### config.mk
export PLATFORM = sky130hd
export DESIGN_NAME = stopwatch_core
export DESIGN_NICKNAME = d
export VERILOG_FILES = /design/src/rtl/stopwatch_pkg.sv /design/src/rtl/hms_bcd_counter.sv /design/src/rtl/stopwatch_core.sv
export SDC_FILE = /design/constraint.sdc
export NUM_CORES = 1
export LEC_CHECK = 0
export CORE_MARGIN = 10
export CORE_UTILIZATION = 57
export CTS_BUF_LIST = sky130_fd_sc_hd__clkbuf_8 sky130_fd_sc_hd__clkbuf_16
export CTS_CLUSTER_DIAMETER = 40
export DETAILED_ROUTE_END_ITERATION = 12
export MAX_ROUTING_LAYER = met4
export PLACE_DENSITY = 0.81
export SYNTH_ARGS = -nofsm -noshare
export SYNTH_HDL_FRONTEND = slang
export SYNTH_SLANG_ARGS = --single-unit
### constraint.sdc
create_clock -name clk -period 2.9 [get_ports clk]
set_input_delay 0.58 -clock clk [delete_from_list [all_inputs] [get_ports clk]]
set_output_delay 0.58 -clock clk [all_outputs]
set_load 0.005 [all_outputs]
### src/rtl/stopwatch_pkg.sv
// Shared types and helpers for the stopwatch engine: FSM states, BCD digit and
// packed HH:MM:SS layout, plus the preset validity check.
package stopwatch_pkg;

    typedef enum logic [1:0] {IDLE, RUN, PAUSE, DONE} sw_state_t;

    typedef logic [3:0] bcd_digit_t;

    localparam int NDIG = 6;

    typedef struct packed {
        bcd_digit_t h1;
        bcd_digit_t h0;
        bcd_digit_t m1;
        bcd_digit_t m0;
        bcd_digit_t s1;
        bcd_digit_t s0;
    } hms_bcd_t;

    // True when every digit is legal BCD, tens of minutes/seconds are <= 5 and
    // the hour value is below the hour modulus.
    function automatic logic bcd_valid_hms(input hms_bcd_t t, input int hour_mod);
        int hours;
        hours = int'(t.h1) * 10 + int'(t.h0);
        return (t.h1 <= 4'd9) && (t.h0 <= 4'd9) &&
               (t.m1 <= 4'd5) && (t.m0 <= 4'd9) &&
               (t.s1 <= 4'd5) && (t.s0 <= 4'd9) &&
               (hours < hour_mod);
    endfunction

endpackage

### src/rtl/hms_bcd_counter.sv
// HH:MM:SS BCD up/down counter with synchronous load; hours wrap at HOUR_MOD.
// Also exposes its next value so the parent can register a display copy in step.
module hms_bcd_counter
    import stopwatch_pkg::*;
#(
    parameter int HOUR_MOD = 24
) (
    input  logic        clk,
    input  logic        reset_n,
    input  logic        step,
    input  logic        down,
    input  logic        load_en,
    input  logic [23:0] load_val,
    output logic [23:0] time_val,
    output logic [23:0] time_nxt,
    output logic        at_zero
);

    localparam bcd_digit_t HMAX1 = bcd_digit_t'((HOUR_MOD - 1) / 10);
    localparam bcd_digit_t HMAX0 = bcd_digit_t'((HOUR_MOD - 1) % 10);

    function automatic bcd_digit_t dig_inc(input bcd_digit_t d, input bcd_digit_t top);
        return (d == top) ? 4'd0 : d + 4'd1;
    endfunction

    function automatic bcd_digit_t dig_dec(input bcd_digit_t d, input bcd_digit_t top);
        return (d == 4'd0) ? top : d - 4'd1;
    endfunction

    hms_bcd_t cur_q, inc, dec, nxt;
    logic     c0, c1, c2, c3, b0, b1, b2, b3;

    // Carry/borrow chain: each digit moves only when all lower digits roll over.
    assign c0 = (cur_q.s0 == 4'd9);
    assign c1 = c0 && (cur_q.s1 == 4'd5);
    assign c2 = c1 && (cur_q.m0 == 4'd9);
    assign c3 = c2 && (cur_q.m1 == 4'd5);
    assign b0 = (cur_q.s0 == 4'd0);
    assign b1 = b0 && (cur_q.s1 == 4'd0);
    assign b2 = b1 && (cur_q.m0 == 4'd0);
    assign b3 = b2 && (cur_q.m1 == 4'd0);

    // NOTE: every always_comb output gets a default first so no path leaves it
    // unassigned, which would otherwise infer a latch.
    always_comb begin
        inc    = cur_q;
        inc.s0 = dig_inc(cur_q.s0, 4'd9);
        if (c0) inc.s1 = dig_inc(cur_q.s1, 4'd5);
        if (c1) inc.m0 = dig_inc(cur_q.m0, 4'd9);
        if (c2) inc.m1 = dig_inc(cur_q.m1, 4'd5);
        if (c3) begin
            if (cur_q.h1 == HMAX1 && cur_q.h0 == HMAX0) begin
                inc.h1 = 4'd0;
                inc.h0 = 4'd0;
            end else begin
                inc.h0 = dig_inc(cur_q.h0, 4'd9);
                if (cur_q.h0 == 4'd9) inc.h1 = cur_q.h1 + 4'd1;
            end
        end

        dec    = cur_q;
        dec.s0 = dig_dec(cur_q.s0, 4'd9);
        if (b0) dec.s1 = dig_dec(cur_q.s1, 4'd5);
        if (b1) dec.m0 = dig_dec(cur_q.m0, 4'd9);
        if (b2) dec.m1 = dig_dec(cur_q.m1, 4'd5);
        if (b3) begin
            if (cur_q.h1 == 4'd0 && cur_q.h0 == 4'd0) begin
                dec.h1 = HMAX1;
                dec.h0 = HMAX0;
            end else begin
                dec.h0 = dig_dec(cur_q.h0, 4'd9);
                if (cur_q.h0 == 4'd0) dec.h1 = cur_q.h1 - 4'd1;
            end
        end

        nxt = cur_q;
        if (load_en)   nxt = hms_bcd_t'(load_val);
        else if (step) nxt = down ? dec : inc;
    end

    // NOTE: sequential state uses non-blocking assignments so every register
    // samples pre-edge values regardless of statement order.
    always_ff @(posedge clk or negedge reset_n) begin
        if (!reset_n) cur_q <= '0;
        else          cur_q <= nxt;
    end

    assign time_val = cur_q;
    assign time_nxt = nxt;
    assign at_zero  = (cur_q == '0);

endmodule

### src/rtl/stopwatch_core.sv
// Stopwatch/timer engine: tick prescaler, run/pause/done FSM, preset load and
// lap freeze around an HH:MM:SS BCD counter.
module stopwatch_core
    import stopwatch_pkg::*;
#(
    parameter int CLK_HZ   = 50_000_000,
    parameter int TICK_HZ  = 1,
    parameter int HOUR_MOD = 24
) (
    input  logic        clk,
    input  logic        reset_n,
    input  logic        start_stop,
    input  logic        clear,
    input  logic        lap,
    input  logic        load,
    input  logic        dir_down,
    input  logic [23:0] preset_bcd,
    output logic [23:0] bcd_out,
    output logic        running,
    output logic        lap_active,
    output logic        tick,
    output logic        alarm,
    output logic        load_err
);

    localparam int            DIV      = CLK_HZ / TICK_HZ;
    localparam int            PW       = $clog2(DIV);
    localparam logic [PW-1:0] PRE_LAST = PW'(DIV - 1);
    localparam logic [23:0]   ONE_SEC  = 24'h000001;

    sw_state_t     state_q, state_d;
    logic [PW-1:0] pre_q;
    logic [23:0]   time_q, time_nxt, cnt_load_val, bcd_q, bcd_d;
    logic          at_zero, lap_q, lap_d, alarm_q, load_err_q;
    logic          load_ok, do_load, load_accept, load_reject, do_ss, do_lap;
    logic          hit_zero, step, cnt_load;

    // Command priority: clear > load > start_stop > lap.
    assign tick         = (state_q == RUN) && (pre_q == PRE_LAST);
    assign load_ok      = bcd_valid_hms(hms_bcd_t'(preset_bcd), HOUR_MOD);
    assign do_load      = load && !clear;
    assign load_accept  = do_load && load_ok && (state_q != RUN);
    assign load_reject  = do_load && !load_accept;
    assign do_ss        = start_stop && !clear && !load;
    assign do_lap       = lap && !clear && !load && !start_stop;
    assign hit_zero     = tick && dir_down && (time_q == ONE_SEC);
    assign step         = tick && !clear;
    assign cnt_load     = clear || load_accept;
    assign cnt_load_val = clear ? 24'h0 : preset_bcd;

    hms_bcd_counter #(.HOUR_MOD(HOUR_MOD)) u_counter (
        .clk      (clk),
        .reset_n  (reset_n),
        .step     (step),
        .down     (dir_down),
        .load_en  (cnt_load),
        .load_val (cnt_load_val),
        .time_val (time_q),
        .time_nxt (time_nxt),
        .at_zero  (at_zero)
    );

    always_comb begin
        state_d = state_q;
        if (clear)            state_d = IDLE;
        else if (load_accept) state_d = PAUSE;
        else if (hit_zero)    state_d = DONE;
        else if (do_ss) begin
            if (state_q == RUN)              state_d = PAUSE;
            else if (!(dir_down && at_zero)) state_d = RUN;
        end
    end

    // The display register follows the counter's next value so it stays aligned
    // with the live time; while frozen it holds the time captured on lap entry.
    always_comb begin
        lap_d = lap_q;
        if (clear)       lap_d = 1'b0;
        else if (do_lap) lap_d = !lap_q;

        bcd_d = time_nxt;
        if (lap_d) bcd_d = lap_q ? bcd_q : time_q;
    end

    always_ff @(posedge clk or negedge reset_n) begin
        if (!reset_n) begin
            state_q    <= IDLE;
            pre_q      <= '0;
            lap_q      <= 1'b0;
            bcd_q      <= '0;
            alarm_q    <= 1'b0;
            load_err_q <= 1'b0;
        end else begin
            state_q    <= state_d;
            lap_q      <= lap_d;
            bcd_q      <= bcd_d;
            alarm_q    <= hit_zero && !clear;
            load_err_q <= load_reject;
            if (cnt_load || tick)    pre_q <= '0;
            else if (state_q == RUN) pre_q <= pre_q + PW'(1);
        end
    end

    assign bcd_out    = bcd_q;
    assign running    = (state_q == RUN);
    assign lap_active = lap_q;
    assign alarm      = alarm_q;
    assign load_err   = load_err_q;

endmodule

==> results of run 1 <==
## worst max path at each step
stage | from | end | slack [ns]
after floorplan | preset_bcd[21] | pre_q[16]$_DFFE_PN0P_ | -0.03
after CTS | preset_bcd[21] | pre_q[25]$_DFFE_PN0P_ | 0.007
final | preset_bcd[23] | state_q[0]$_DFFE_PN0P_ | 0.07
after global routing | preset_bcd[23] | pre_q[25]$_DFFE_PN0P_ | -0.02
after global placement | preset_bcd[21] | bcd_out[5]$_DFFE_PN0P_ | -0.64
after detailed placement | preset_bcd[21] | bcd_out[5]$_DFFE_PN0P_ | -0.78
## final cells by class
class                           count  area, µm²  area share
Inverter                           18       67.6     0.00963
Tap cell                          129        161      0.0230
Clock buffer                        9        124      0.0177
Multi-Input combinational cell    495       3360       0.480
Clock inverter                      7       85.1      0.0121
Timing Repair Buffer              139       1230       0.176
Sequential cell                    79       1980       0.282
## cell usage in the layout, fill, tap and decap left out, drive strengths merged, types with 4 or more instances in the layout
cell	count
buf	80
dfrtp	79
nor2	63
nand2	60
clkdlybuf4s50	53
o21ai	50
nand3	26
a21oi	25
nor3	25
nand4	22
inv	21
a22o	18
ha	15
xor2	14
nor4	13
xnor2	12
a31oi	12
and3	12
clkbuf	11
or3	9
a221o	9
a22oi	8
a21o	7
and2	7
o221ai	6
nand2b	5
mux2i	5
nor3b	5
o22ai	4
o31a	4
and4	4
## registers in the layout, indices dropped and copies added, names as in the netlist
| signal | count |
|---|---|
| alarm | 1 |
| bcd_out | 24 |
| lap_active | 1 |
| load_err | 1 |
| pre_q | 26 |
| state_q | 2 |
| u_counter.time_val | 24 |
## layer usage
metal  wire, µm  part of all wire  track usage
met1       7410              0.39        0.325
met2       9240              0.48        0.430
met3       1650             0.087       0.0600
met4        796             0.042        0.124
met5          0                 0            -
## report_power, final
part | switching, µW | internal, µW
Combinational | 228 | 168
Clock | 509 | 416
Sequential | 13.3 | 1120
## cell families (layout without fill, tap and decap cells)
group                      count (synthesis)  count (layout)  share of synthesized area
DFF                                       79              79                      0.363
xor gates and xnor gates                  26              26                     0.0419
buffers and inverters                     62             173                     0.0511
muxes                                      7               7                     0.0154
adders and majority gates                 16              16                     0.0382
AOI/OAI and AO/OA                        177             177                      0.224
and+or+nand+nor                          269             269                      0.266
## stage by stage
step                 util  setup slack, ns  hold slack, ns  instance area (µm²)
finish              0.755           0.0651           0.195                 7010
global route        0.755          -0.0191           0.227                 7010
CTS                 0.747          0.00662           0.218                 6940
detailed placement  0.708           -0.778           0.506                 6570
global placement    0.708           -0.639           0.495                 6570
floorplan               -          -0.0270           0.284                 5520
## repair_timing
action | 4_1_cts | 5_1_grt
pin swaps | 13 | 4
setup endpoints to repair | 75 | 62
gates resized for setup | 27 | 13
setup buffers | 9 | 2
cloned | 0 | 1
## worst max-delay path, stage by stage
cell	delay [ns]
clkdlybuf4s15_2	0.22
ha_4	0.25
ha_2	0.19
fa_2	0.40
and2_4	0.18
a21oi_4	0.18
nor4_4	0.08
buf_4	0.15
a211o_1	0.30
buf_6	0.15
o31a_1	0.23
o22a_1	0.20
==> flow_summary.ini, run 1 <==
[global_routing]
groute.usage.overall = 0.272
grt_pass1_vias = 5722
grt_max_degree = 44
antenna_found_initial = 0
grt_pass1_wl_mm = 30.2
globalRouteOverflowTotal = 0

[pwr]
total_power_uw = 2450
p_leak_uw = 0.00301
power_density_nw_per_um2 = 349
ir_drop_uv = 351

[clocking]
clock_sinks = 79
cts_root_buf = clkbuf_8
cts_tree = done
clock_insertion_delay_worst_skew_ns = 0.38
clockBufferDepth = 2
cts_hold_buf = 0
path_clk_slew_ns = 0.09
h-tree-depth = 3
cts_made_buffers = 9

[floorplanning]
fp.coreArea_um2 = 9280
boundaryPins = 60
initial_core_util = 0.586
die_h_um = 118
num_rows = 35
die_w_um = 118
die_area_um2 = 13800

[drt]
drt_iter0_markers = 684
drtAntennaViolNets = 0
vias = 5814
totalWireLength_mm = 19.1
drtPass1Iterations = 6
drc = 0
viasPerCell = 6.64
wl_per_cell_um = 21.8

[timing]
fin_skew_ns = 0.0106
fmax_ghz = 0.353
hold_viol_final = 0
worst_slew_pin_slew_ns = 0.611
finalCritPeriodShare = 0.978
final.min_clock_period_ns = 2.83
slew_headroom = 0.592
tns_ns = 0
setup_viol = 0
drv_slew = 0

[place]
placed_cells = 848
place_congestion = 0.920
dp_hpwl_mm = 13.3
numPortBuffers = 59

[layout]
nets = 789
final_cells = 876
antenna_cells = 0
fillers = 648
drive_gt1_frac = 0.195
areaGrowthSynthToFinish_pct = 28.9

[critical_path]
r2r_start = pre_q[16]$_DFFE_PN0P_
critical_path_class = input pin to flop
worstSetupEndpointType = flop
crit_fanout = 7
arrival_ns = 3.10
worstRegToRegCells = 12
r2r_setup_slack_ns = 0.08
startpoint_type = input pin
r2r_end = bcd_out[20]$_DFFE_PN0P_
critPathRequiredTime_ns = 3.16

[synth]
avgSynthCellArea_um2 = 8.55
synthesis.nets = 683
netlist_instances = 636
yosysSeqAreaShare = 0.363
yosys_most_used_dff = dfrtp_1
synth_top_cell_by_area = dfrtp_1
synth_common_cells = 79 x dfrtp_1, 63 x nor2_1, 60 x nand2_1
synth.top_cells.by_area = dfrtp_1 36%, nor2_1 4.3%, o21ai_0 4.2%, nand2_1 4.1%, ha_1 3.5%
syn_area_um2 = 5440
synth_most_common_cell = dfrtp_1
synth_top_area_frac = 0.363
yosys_warnings = 0
synth_edf_count = 0
ys_types = 69
async_flop_share = 1.00
synth-seq-cells = 79

[outcome]
status = finished clean

[hold_path]
holdCritPathClass = input pin to async pin

[job]
cap_violations = 0
Power figures use the tool's default switching activity.
==> inputs of run 2 (changes only) <==
--- a/config.mk
+++ b/config.mk
@@ -5,6 +5,7 @@
 export SDC_FILE = /design/constraint.sdc
 export NUM_CORES = 1
 export LEC_CHECK = 0
+export CORE_ASPECT_RATIO = 1.1
 export CORE_MARGIN = 10
 export CORE_UTILIZATION = 57
 export CTS_BUF_LIST = sky130_fd_sc_hd__clkbuf_8 sky130_fd_sc_hd__clkbuf_16
==> run 2 against run 1 <==
Combinational power grew 5.8%. Critical path type unchanged. Sequential cell count did not move. Setup slack lost 0.00052 ns. Power is 1.9% lower. First-iteration DRC count fell by 8.9%.
==> flow_summary.ini, run 2 (same netlist as run 1, synthesis figures left out) <==
[outcome]
status = finished clean

[critical_path]
slowest_delay_ns = 0.46
path_buf_inv = 2
worstRegToRegCells = 9
crit_family = adder cells
r2r_setup_slack_ns = 0.12
arrival_ns = 3.09
crit_fanout = 21
cp.depth = 12
path_cells = clkdlybuf4s15_2 -> ha_4 -> ha_4 -> fa_2 -> a211oi_2 -> nand2_2 -> nor4_2 -> and3_1 -> buf_4 -> nor4_1 -> a21o_1 -> a21o_1
critPathRequiredTime_ns = 3.16
critical_path_class = input pin to flop
worstSetupEndpointType = flop
slowest_stage = fa_2
startpoint_type = input pin

[floorplanning]
die_h_um = 122
boundaryPins = 60
initial_core_util = 0.582
die_w_um = 113
fp.coreArea_um2 = 9350
num_rows = 37
die_area_um2 = 13900

[timing]
worst_slew_pin_slew_ns = 0.600
rsz0062_at_grt = true
tns_ns = 0
drv_slew = 0
whs_ns = 0.182
hold_viol_final = 0
setup_viol = 0
fmax_ghz = 0.353
fin_skew_ns = 0.00723
finalCritPeriodShare = 0.978
final.min_clock_period_ns = 2.84
slew_headroom = 0.600

[layout]
nets = 791
largest_reg_flops = 26
drive_gt1_frac = 0.190
final_common_cell = dfrtp_1
antenna_cells = 0
final_cells = 865
stdcell_area_um2 = 7010
mostFrequentLayoutCells = 79 x dfrtp_1, 76 x buf_4, 62 x nor2_1, 59 x nand2_1, 53 x clkdlybuf4s50_1
regMostFlops = pre_q
areaGrowthSynthToFinish_pct = 28.8

[drt]
totalWireLength_mm = 19.8
drtPass1Iterations = 8
drtAntennaViolNets = 0
vias = 5864
drc = 0
wl_per_cell_um = 22.8
drt_iter0_markers = 623
viasPerCell = 6.78

[clocking]
cts_tree = done
h-tree-depth = 3
cts_root_buf = clkbuf_8
cts_made_buffers = 9
path_clk_slew_ns = 0.08
clock_insertion_delay_worst_skew_ns = 0.36
clock_sinks = 79
clockBufferDepth = 2

[pwr]
ir_drop_uv = 277
power_density_nw_per_um2 = 343
p_leak_uw = 0.00302

[global_routing]
grt_pass1_wl_mm = 31.0
grt_max_degree = 44
globalRouteOverflowTotal = 0
groute.usage.overall = 0.287
grt_pass1_vias = 5889
antenna_found_initial = 0

[place]
place_area_um2 = 6640
placed_cells = 844
place_congestion = 0.990
numPortBuffers = 59
dp_hpwl_mm = 14.2

[job]
cap_violations = 0

[hold_path]
holdCritPathClass = input pin to async pin
[run 2: path summary, 6_finish.rpt]
kind	start	end
hold reg to reg	bcd_out[15]$_DFFE_PN0P_	bcd_out[15]$_DFFE_PN0P_
min in group clk	bcd_out[15]$_DFFE_PN0P_	bcd_out[15]$_DFFE_PN0P_
setup reg to reg	pre_q[11]$_DFFE_PN0P_	bcd_out[17]$_DFFE_PN0P_
max in group asynchronous	reset_n	bcd_out[9]$_DFFE_PN0P_
setup / recovery	preset_bcd[20]	bcd_out[1]$_DFFE_PN0P_
hold / removal	reset_n	u_counter.time_val[16]$_DFF_PN0_
[run 2: report_power, final]
group	total, µW	switching, µW	internal, µW
clock	857	421	436
combinational	418	237	181
sequential	1130	13.3	1110
[run 2: layout make-up]
cell class | count | area [µm²]
clock buffers | 11 | 151
clock inverters | 4 | 46.3
fillers | 676 | 2350
inverters | 18 | 67.6
multi-input cells | 495 | 3370
flip-flops and latches | 79 | 1980
well taps | 117 | 146
repair buffers | 141 | 1250
[run 2: stage by stage]
stage,total power [µW],worst slack (ns),utilization
floorplan,1320,-0.0270,-
global route,2470,-0.000455,0.749
CTS,2370,0.00346,0.742
detailed placement,1520,-0.876,0.710
finish,2400,0.0646,0.749
global placement,1510,-0.668,0.710
[run 2: what timing repair did]
action / 4_1_cts / 5_1_grt
pin swaps: 13 / 6
hold buffers: 0 / 0
cloned: 0 / 0
gates resized for setup: 28 / 10
buffers inserted: 4 / 2
endpoints found under the setup margin: 78 / 41
[run 2: layer usage]
| layer | global-route usage | vias up | wire length, µm |
|---|---|---|---|
| met5 | - | - | 0 |
| met4 | 0.167 | 0 | 1050 |
| met3 | 0.0488 | 90 | 1770 |
| met2 | 0.472 | 375 | 9690 |
| met1 | 0.323 | 2818 | 7240 |
| li1 | - | 2581 | - |
[run 2: worst reg2reg max path, cell delays in order, from the launching register on]
cell and delay [ns]:
dfrtp_1 0.41, or4b_4 0.57, nor4_4 0.23, buf_4 0.19
buf_4 0.11, nand4_4 0.26, o41ai_1 0.45, mux2i_1 0.16
o2bb2ai_1 0.17, o21ai_1 0.16
